===== src/rtl/seq_pkg.sv =====
// Shared note codes, sequencer state encoding and step-length helper
// for the note step sequencer.
package seq_pkg;

    localparam logic [3:0] NOTE_C4   = 4'b0000;
    localparam logic [3:0] NOTE_D4   = 4'b0001;
    localparam logic [3:0] NOTE_E4   = 4'b0011;
    localparam logic [3:0] NOTE_F4   = 4'b1000;
    localparam logic [3:0] NOTE_G4   = 4'b0110;
    localparam logic [3:0] NOTE_A4   = 4'b0101;
    localparam logic [3:0] NOTE_B4   = 4'b0010;
    localparam logic [3:0] NOTE_C5   = 4'b0111;
    localparam logic [3:0] NOTE_REST = 4'b1111;

    typedef enum logic [1:0] {
        IDLE = 2'd0,
        NOTE = 2'd1,
        GAP  = 2'd2
    } seq_state_t;

    // A step must be long enough to hold the whole rest gap plus one note cycle.
    function automatic logic [23:0] eff_step_len(input logic [23:0] ticks,
                                                 input logic [23:0] gap);
        logic [23:0] len;
        if (ticks > gap) begin
            len = ticks;
        end else begin
            len = gap + 24'd1;
        end
        return len;
    endfunction

endpackage


===== src/rtl/seq_pattern_mem.sv =====
// Pattern register file: NUM_STEPS x 4-bit notes, cleared to rest on reset,
// one synchronous write port and one combinational read port.
import seq_pkg::*;

module seq_pattern_mem #(
    parameter int NUM_STEPS = 8,
    localparam int SW = $clog2(NUM_STEPS)
) (
    input  logic          clk,
    input  logic          rst,
    input  logic          wr_en,
    input  logic [SW-1:0] wr_addr,
    input  logic [3:0]    wr_data,
    input  logic [SW-1:0] rd_addr,
    output logic [3:0]    rd_data
);

    logic [3:0] mem_q [NUM_STEPS];

    // Out-of-range write addresses match no entry and are dropped.
    always_ff @(posedge clk or posedge rst) begin
        if (rst) begin
            for (int i = 0; i < NUM_STEPS; i++) begin
                mem_q[i] <= NOTE_REST;
            end
        end else if (wr_en) begin
            for (int i = 0; i < NUM_STEPS; i++) begin
                if (wr_addr == SW'(i)) begin
                    mem_q[i] <= wr_data;
                end
            end
        end
    end

    assign rd_data = mem_q[rd_addr];

endmodule


===== src/rtl/note_step_sequencer.sv =====
// Step sequencer: plays stored note codes one step per tempo period with a
// fixed trailing rest gap, supporting start/stop, looping and variable length.
import seq_pkg::*;

module note_step_sequencer #(
    parameter int          NUM_STEPS = 8,
    parameter logic [23:0] GAP_TICKS = 24'd600000,
    localparam int         SW        = $clog2(NUM_STEPS)
) (
    input  logic          clk,
    input  logic          rst,
    input  logic          start,
    input  logic          stop,
    input  logic          loop_en,
    input  logic [SW-1:0] last_step,
    input  logic [23:0]   step_ticks,
    input  logic          wr_en,
    input  logic [SW-1:0] wr_addr,
    input  logic [3:0]    wr_note,
    output logic [3:0]    note,
    output logic [SW-1:0] step_idx,
    output logic          step_pulse,
    output logic          playing,
    output logic          done
);

    localparam bit GAP_ZERO = (GAP_TICKS == 24'd0);

    seq_state_t    state_q, state_d;
    logic [3:0]    note_q, note_d;
    logic [SW-1:0] idx_q, idx_d;
    logic [23:0]   cnt_q, cnt_d;
    logic [23:0]   len_q, len_d;
    logic          pulse_q, pulse_d;
    logic          playing_q, playing_d;
    logic          done_q, done_d;

    logic [SW-1:0] last_eff_s;
    logic [SW-1:0] launch_idx_s;
    logic [3:0]    rd_note_s;
    logic [23:0]   last_cnt_s;
    logic [23:0]   note_end_s;
    logic          step_end_s;
    logic          launch_s;

    generate
        if ((1 << SW) == NUM_STEPS) begin : g_last_full
            assign last_eff_s = last_step;
        end else begin : g_last_clamp
            localparam logic [SW-1:0] LAST_IDX = SW'(NUM_STEPS - 1);
            assign last_eff_s = (last_step > LAST_IDX) ? LAST_IDX : last_step;
        end
    endgenerate

    seq_pattern_mem #(
        .NUM_STEPS(NUM_STEPS)
    ) u_mem (
        .clk     (clk),
        .rst     (rst),
        .wr_en   (wr_en),
        .wr_addr (wr_addr),
        .wr_data (wr_note),
        .rd_addr (launch_idx_s),
        .rd_data (rd_note_s)
    );

    assign last_cnt_s = len_q - 24'd1;
    assign note_end_s = len_q - GAP_TICKS - 24'd1;
    assign step_end_s = (((state_q == NOTE) && GAP_ZERO) || (state_q == GAP))
                        && (cnt_q == last_cnt_s);

    // Index of the step that would start next; a start pulse always rewinds.
    always_comb begin
        if (start) begin
            launch_idx_s = '0;
        end else if (idx_q < last_eff_s) begin
            launch_idx_s = idx_q + SW'(1);
        end else begin
            launch_idx_s = '0;
        end
    end

    // Next-state logic: stop beats start, start beats normal step progress.
    always_comb begin
        state_d   = state_q;
        note_d    = note_q;
        idx_d     = idx_q;
        cnt_d     = cnt_q;
        len_d     = len_q;
        playing_d = playing_q;
        pulse_d   = 1'b0;
        done_d    = 1'b0;
        launch_s  = 1'b0;

        if (stop) begin
            state_d   = IDLE;
            note_d    = NOTE_REST;
            idx_d     = '0;
            cnt_d     = 24'd0;
            playing_d = 1'b0;
        end else if (start) begin
            launch_s = 1'b1;
        end else if (step_end_s) begin
            if ((idx_q < last_eff_s) || loop_en) begin
                launch_s = 1'b1;
            end else begin
                state_d   = IDLE;
                note_d    = NOTE_REST;
                idx_d     = '0;
                cnt_d     = 24'd0;
                playing_d = 1'b0;
                done_d    = 1'b1;
            end
        end else if ((state_q == NOTE) && (cnt_q == note_end_s)) begin
            state_d = GAP;
            note_d  = NOTE_REST;
            cnt_d   = cnt_q + 24'd1;
        end else if (state_q != IDLE) begin
            cnt_d = cnt_q + 24'd1;
        end else begin
            cnt_d = cnt_q;
        end

        // The memory read reflects the pre-write contents, so a same-cycle write
        // to this address only shows up on the next visit.
        if (launch_s) begin
            state_d   = NOTE;
            note_d    = rd_note_s;
            idx_d     = launch_idx_s;
            cnt_d     = 24'd0;
            len_d     = eff_step_len(step_ticks, GAP_TICKS);
            playing_d = 1'b1;
            pulse_d   = 1'b1;
        end else begin
            len_d = len_q;
        end
    end

    // State and output registers.
    always_ff @(posedge clk or posedge rst) begin
        if (rst) begin
            state_q   <= IDLE;
            note_q    <= NOTE_REST;
            idx_q     <= '0;
            cnt_q     <= 24'd0;
            len_q     <= 24'd0;
            pulse_q   <= 1'b0;
            playing_q <= 1'b0;
            done_q    <= 1'b0;
        end else begin
            state_q   <= state_d;
            note_q    <= note_d;
            idx_q     <= idx_d;
            cnt_q     <= cnt_d;
            len_q     <= len_d;
            pulse_q   <= pulse_d;
            playing_q <= playing_d;
            done_q    <= done_d;
        end
    end

    assign note       = note_q;
    assign step_idx   = idx_q;
    assign step_pulse = pulse_q;
    assign playing    = playing_q;
    assign done       = done_q;

endmodule


===== config.mk =====
export PLATFORM = sky130hd
export DESIGN_NAME = note_step_sequencer
export DESIGN_NICKNAME = d
export VERILOG_FILES = /design/src/rtl/seq_pkg.sv /design/src/rtl/seq_pattern_mem.sv /design/src/rtl/note_step_sequencer.sv
export SDC_FILE = /design/constraint.sdc
export NUM_CORES = 1
export LEC_CHECK = 0
export CELL_PAD_IN_SITES_DETAIL_PLACEMENT = 1
export CELL_PAD_IN_SITES_GLOBAL_PLACEMENT = 2
export CORE_UTILIZATION = 41
export DETAILED_ROUTE_END_ITERATION = 7
export DONT_BUFFER_PORTS = 1
export GPL_TIMING_DRIVEN = 0
export PLACE_DENSITY_LB_ADDON = 0.1
export SLEW_MARGIN = 5
export SYNTH_ARGS = -nofsm -noshare
export SYNTH_HDL_FRONTEND = slang
export SYNTH_HIERARCHICAL = 1
export SYNTH_SLANG_ARGS = --single-unit

===== constraint.sdc =====
create_clock -name clk -period 3.6 [get_ports clk]
set_input_delay 0.54 -clock clk [delete_from_list [all_inputs] [get_ports clk]]
set_output_delay 0.54 -clock clk [all_outputs]
set_load 0.01 [all_outputs]

Yosys cells after proc, flatten, opt, wreduce, memory -nomap -nowiden
Cells that the tools add are included.
{ "word_totals": {"register_bits": 92, "input_bits": 40, "output_inout_bits": 10, "word_cells": 102} }
{ "classes": {"addsub": 5, "magnitude_cmp": 3, "n_eq_ne": 14, "mux": 44, "bitwise": 1, "n_reduce_logical": 19} }
{ "ops": {"columns": ["operator", "count"], "rows": [
  ["2-to-1 mux 24 bit", 8],
  ["== test 24 bit", 2],
  ["subtractor 24 x 1 -> 24 bit, second input constant", 2],
  ["2-to-1 mux 4 bit", 8],
  ["adder 24 x 1 -> 24 bit, second input constant", 1],
  ["greater-than comparator 24 x 20 -> 1 bit, second input constant", 1],
  ["subtractor 24 x 20 -> 24 bit, second input constant", 1],
  ["2-to-1 mux 3 bit", 7],
  ["AND reduction 2 bit", 8],
  ["2-to-1 mux 1 bit", 14],
  ["binary-select mux 4 bit (select 3 bit)", 1],
  ["== test 3 bit, second input constant", 4],
  ["2-to-1 mux 2 bit", 6],
  ["AND reduction 3 bit", 3],
  ["== test 3 x 2 -> 1 bit, second input constant", 2],
  ["nonzero test 5 bit", 1],
  ["greater-or-equal comparator 4 bit, second input constant", 1],
  ["inequality test 4 bit, second input constant", 1],
  ["NOT 3 -> 4 bit", 1],
  ["nonzero test 4 bit", 1],
  ["adder 3 x 1 -> 3 bit, second input constant", 1],
  ["== test 3 x 1 -> 1 bit, second input constant", 1],
  ["zero test 3 bit", 1],
  ["< comparator 3 bit", 1],
  ["8 further kinds", 9]
]} }

Longest topological paths before layout
{ "depth": {"ltp_word": 9, "mapped_depth": 13, "ltp_nobuf": 10} }

Modules after synthesis
Netlist, hierarchy kept.
{ "modules_own_cells": {"columns": ["mod", "n_inst", "cells_per_inst", "area_each_um2", "seq_area_each_um2"], "rows": [
  ["note_step_sequencer", 1, 546, 4525.6, 1506.4],
  ["seq_pattern_mem", 1, 87, 1576.5, 840.8]
]} }

Worst setup path before layout
Ideal clock, no wire load.
{ "synth_path": {"path_kind": "register -> register", "start": "reg len_q[2]", "end": "reg len_q[17]", "setup_time_ns": 0.131, "t_arrival_ns": 2.965, "required_time_ns": 3.469, "path_slack_ns": 0.503, "stages_incl_launch_ff": 13, "n_path_buf": 4, "synth_period_minus_slack_ns": 3.097, "path_cell_list": "dfrtp_1 -> buf_2 -> or4_1 -> clkbuf_1 -> or3_1 -> a2111oi_2 -> o22ai_1 -> a2111oi_4 -> a41oi_1 -> buf_4 -> buf_2 -> nand2_1 -> o31ai_1"} }
{ "synth_via": {"elab_chain_cells": 6} }
{ "synth_rtl": {"columns": ["item", "line_no", "rtl"], "rows": [
  ["start: declaration", "note_step_sequencer.sv:33", "logic [23:0] len_q, len_d;"],
  ["start signal: assignment", "note_step_sequencer.sv:155", "len_q <= len_d;"],
  ["subtractor 24 x 1 -> 24 bit", "note_step_sequencer.sv:67", "assign last_cnt_s = len_q - 24'd1;"],
  ["== test 24 bit", "note_step_sequencer.sv:70", "&& (cnt_q == last_cnt_s);"],
  ["logical AND 1 bit", "note_step_sequencer.sv:70", null],
  ["2-to-1 mux 1 bit", "note_step_sequencer.sv:103", "end else if (step_end_s) begin"],
  ["2-to-1 mux 1 bit", "note_step_sequencer.sv:101", "end else if (start) begin"],
  ["2-to-1 mux 1 bit", "note_step_sequencer.sv:95", "if (stop) begin"]
]} }
No other way between the ends.
A chain may end at the register's enable or synchronous reset.

Worst setup path after layout
{ "layout_path": {"start": "reg len_q[2]", "end": "reg cnt_q[8]"} }
{ "layout_via": {"elab_chain_cells": 9, "word_cells_on_any_way": 19, "cone_classes": "add/sub (3); eq/ne (4); mux (8); reduce/logical (4)"} }
{ "layout_rtl": {"columns": ["item", "line_no", "rtl"], "rows": [
  ["subtractor 24 x 20 -> 24 bit", "note_step_sequencer.sv:68", "assign note_end_s = len_q - GAP_TICKS - 24'd1;"],
  ["subtractor 24 x 1 -> 24 bit", "note_step_sequencer.sv:68", null],
  ["== test 24 bit", "note_step_sequencer.sv:114", "end else if ((state_q == NOTE) && (cnt_q == note_end_s)) begin"],
  ["logical AND 1 bit", "note_step_sequencer.sv:114", null],
  ["2-to-1 mux 24 bit", "note_step_sequencer.sv:114", null],
  ["2-to-1 mux 24 bit", "note_step_sequencer.sv:103", null],
  ["2-to-1 mux 24 bit", "note_step_sequencer.sv:101", null],
  ["2-to-1 mux 24 bit", "note_step_sequencer.sv:95", null],
  ["2-to-1 mux 24 bit", "note_step_sequencer.sv:126", "if (launch_s) begin"],
  ["end signal: assignment", "note_step_sequencer.sv:154", "cnt_q <= cnt_d;"],
  ["end: declaration", "note_step_sequencer.sv:32", "logic [23:0] cnt_q, cnt_d;"]
]} }
Parallel ways exist; a longest one is shown, timed or not. The select of a mux whose other input is x is not followed.

==> impl_metrics.tcl <==
set metrics [dict create \
    detail_route.first_pass.iterations 4 \
    relSlewSlack_pct 27.7 \
    cpPeakStageDelay_ns 0.59 \
    area_delta_synth_final_pct 11.2 \
    drtAntennaViolNets 0 \
    drt_wl_total_um 17900 \
    syn_inst 633 \
    drt_iter0_drc 282 \
    die_y_um 124 \
    nNetsFinal 694 \
    antenna_cells 0 \
    coreArea_um2 14500 \
    post_synth.cell_area_avg_um2 9.64 \
    sw_frac_of_total_pct 32.3 \
    peakVddDrop_mv 0.244 \
    die_x_um 124 \
    final_area_um2 6790 \
    path_clk_slew_ns 0.08 \
    gp_congestion 0.839 \
    power_density_nw_per_um2 439 \
    period_needed_ns 3.44 \
    drc 0 \
    die-area_um2 15400 \
    cts_inserted_buffers 9 \
    netlist_area_um2 6100 \
    reg2reg_slack_ns 0.16 \
    worstPathArrival_ns 3.69 \
    finalCritPeriodShare_pct 95.6 \
    pwr-share-clk_pct 33.7 \
    slew_violations 0 \
    yosysUniqueCellTypes 70 \
    cap_violations 0 \
    critical_path_class "reg2reg" \
    cts_buffer_depth 2 \
    placed_cell_area_um2 6350 \
    num_vias 4916 \
    crit_path_end_kind "flop" \
    cts_tree "yes" \
    p_sw_w 0.000962 \
    cp_max_fo 10 \
    path_cells "buf_2 > nor4_4 > nand4_1 > or4_1 > o311a_1 > o21ai_1 > nand4_4 > nand2_4 > buf_4 > buf_6 > nor2_1" \
    synthFlopType "dfrtp_1" \
    grt_pass1_wl_um 28900 \
    dpl.hpwl_um 13500 \
    status "finished, final reports clean" \
    num_io_pins 50 \
    critPathLaunchType "flop" \
    r2r-end "cnt_q[8]" \
    ys_ff_latch 92 \
    r2r_start "len_q[2]" \
    worst_r2r_path_depth 11 \
    regArea_um2 2350 \
    crit_slowest_cell "or4_1" \
    fmaxAchievable_mhz 291 \
    rsz0062_at_grt "false" \
    rows 44 \
    seqPwrFrac_pct 43.8 \
    intPower_w 0.00202 \
    worstHoldPathType "in2async" \
    grt_max_degree 39 \
    clock_skew_ns 0.00709 \
    cts_hold_buf 0 \
    hold_viol_final 0 \
    ys_seq_area_share_pct 38.5 \
    clock_sinks 92 \
    fillers 1631 \
    grt_overflow_total 0 \
    wire_per_inst_um 21.3 \
    power.static_leakage_nw 2.64 \
    grt_usage_pct 25.2 \
    grt_pass1_vias 5090 \
    worst_pin_slew_ns 1.08 \
    viasPerCell 5.87 \
    cp.required_ns 3.85 \
    clk_latency_ns 0.36 \
    io_buffers 0 \
    multi_input_comb_area_um2 3530 \
    synth_warnings 6 \
    combPwrFrac_pct 22.5 \
    syn_nets 678 \
    layout-drive-gt1-share_pct 20.8 \
    fin_util_pct 46.7 \
    holdWs_ns 0.0816 \
    cts-root-buf "clkbuf_16" \
    start_util_pct 42.0 \
    setup_viol_count_final 0 \
    antenna_found_initial 0 \
    htree_levels 3 \
    synth_edf_count 0 \
    async_reset_ff_share_pct 100 \
]
==> layout by cell type, fill, tap and decap left out, drive strengths merged, types with 4 or more instances in the layout <==
cell     count
a2111oi      4
a211oi       8
a21oi       16
a31oi        7
and3         6
and4         6
buf         19
clkbuf      37
dfrtp       56
dfstp       36
ha           5
inv         31
mux2        40
mux2i        8
mux4         8
nand2       43
nand2b       9
nand3       23
nand3b       4
nand4       21
nand4b       5
nor2        49
nor2b       10
nor3        20
nor4        12
nor4b        4
o211a        5
o21ai       29
o22ai        4
o31ai       13
o32a         4
or2          5
or3          7
or4          5
xnor2       30
xor2        24
==> synthesized netlist by cell type (all sizes together) (5+ instances only) <==
cell / n / area [um2]
ha: 5 / 62.6
and3: 6 / 37.5
nor2b: 10 / 62.6
nand2: 43 / 161
nor3: 20 / 100
xnor2: 30 / 263
nand2b: 9 / 56.3
o21ai: 29 / 145
a211oi: 8 / 60.1
nand4: 21 / 138
and4: 6 / 52.6
dfstp: 36 / 946
o211a: 5 / 50.1
nor2: 49 / 184
mux2: 40 / 465
nand3: 23 / 115
nand4b: 5 / 43.8
a31oi: 7 / 43.8
clkbuf: 31 / 116
o31ai: 13 / 97.6
mux2i: 8 / 80.1
a21oi: 16 / 80.1
xor2: 24 / 210
or2: 5 / 31.3
dfrtp: 56 / 1400
inv: 27 / 101
or3: 7 / 43.8
nor4: 12 / 87.6
or4: 5 / 37.5
buf: 11 / 83.8
mux4: 8 / 210
==> logic make-up after synthesis <==
kind of cell	share of synthesized area, %
muxes	12.4
and+or+nand+nor	22.1
buffers and inverters	4.94
AOI/OAI and AO/OA	13.3
DFF	38.5
xor gates and xnor gates	7.75
adders and majority gates	1.03
==> metrics by stage <==
step	std cells	TNS (ns)	power [W]	setup slack, ns
after floorplan	633	0	0.00179	0.503
after global placement	817	-11.29	0.00193	-0.295
after detailed placement	818	-16.50	0.00197	-0.399
after CTS	838	0	0.00300	0.0420
after global routing	838	0	0.00313	0.00222
final	838	0	0.00298	0.159
==> state kept, by name, indices dropped and copies added (netlist names) <==
signal	cells
step_idx	3
state_q	2
step_pulse	1
playing	1
done	1
u_mem/mem_q	32
note	4
cnt_q	24
len_q	24
==> area by class of cell <==
type                       count  area share [%]
clock inverter                 7            1.27
clock buffer                   9            3.32
inverter                      27            1.49
timing repair buffer           8            1.03
sequential                    92            34.6
buffer                        39            2.88
tap                          184            3.39
multi-input combinational    472            52.0
==> per-layer routing <==
layer / up-vias / GRT usage (%) / part of all wire (%)
met5: - / 0 / 0
met4: 0 / 6.70 / 0.94
met3: 8 / 3.66 / 4.2
met2: 82 / 38.9 / 46
met1: 2487 / 36.9 / 49
li1: 2339 / - / -
==> power by group through the flow <==
stage | registers [W] | logic (W) | clock network, W
2_1_floorplan | 0.00128 | 0.000511 | 0
3_3_place_gp | 0.00130 | 0.000631 | 0
3_5_place_dp | 0.00132 | 0.000653 | 0
4_1_cts | 0.00130 | 0.000669 | 0.00103
5_1_grt | 0.00132 | 0.000746 | 0.00106
6_report | 0.00130 | 0.000670 | 0.00100
==> worst max-delay path: cells and delay by family, from the launching register on <==
kind,cells,cell delay (ns)
compound gates,2,0.50
buf+inv,3,0.55
flops,1,0.37
simple gates,6,1.88
==> worst max-delay path by stage <==
stage / depth (start not counted) / start / endpoint
2_1_floorplan: 12 / len_q[2] / len_q[17]
3_3_place_gp: 13 / len_q[0] / len_q[17]
3_5_place_dp: 11 / len_q[2] / len_q[17]
4_1_cts: 13 / len_q[3] / len_q[17]
5_1_grt: 12 / len_q[7] / cnt_q[8]
6_report: 11 / len_q[2] / cnt_q[8]
==> what timing repair did <==
item / CTS / global route
resized for setup: 11 / 8
cloned: 0 / 1
buffers inserted: 4 / 2
setup endpoints to repair: 60 / 54
endpoints found under the hold margin: 0 / 0
pin swaps: 3 / 2
Note: power is estimated with default switching activity, not from simulation.
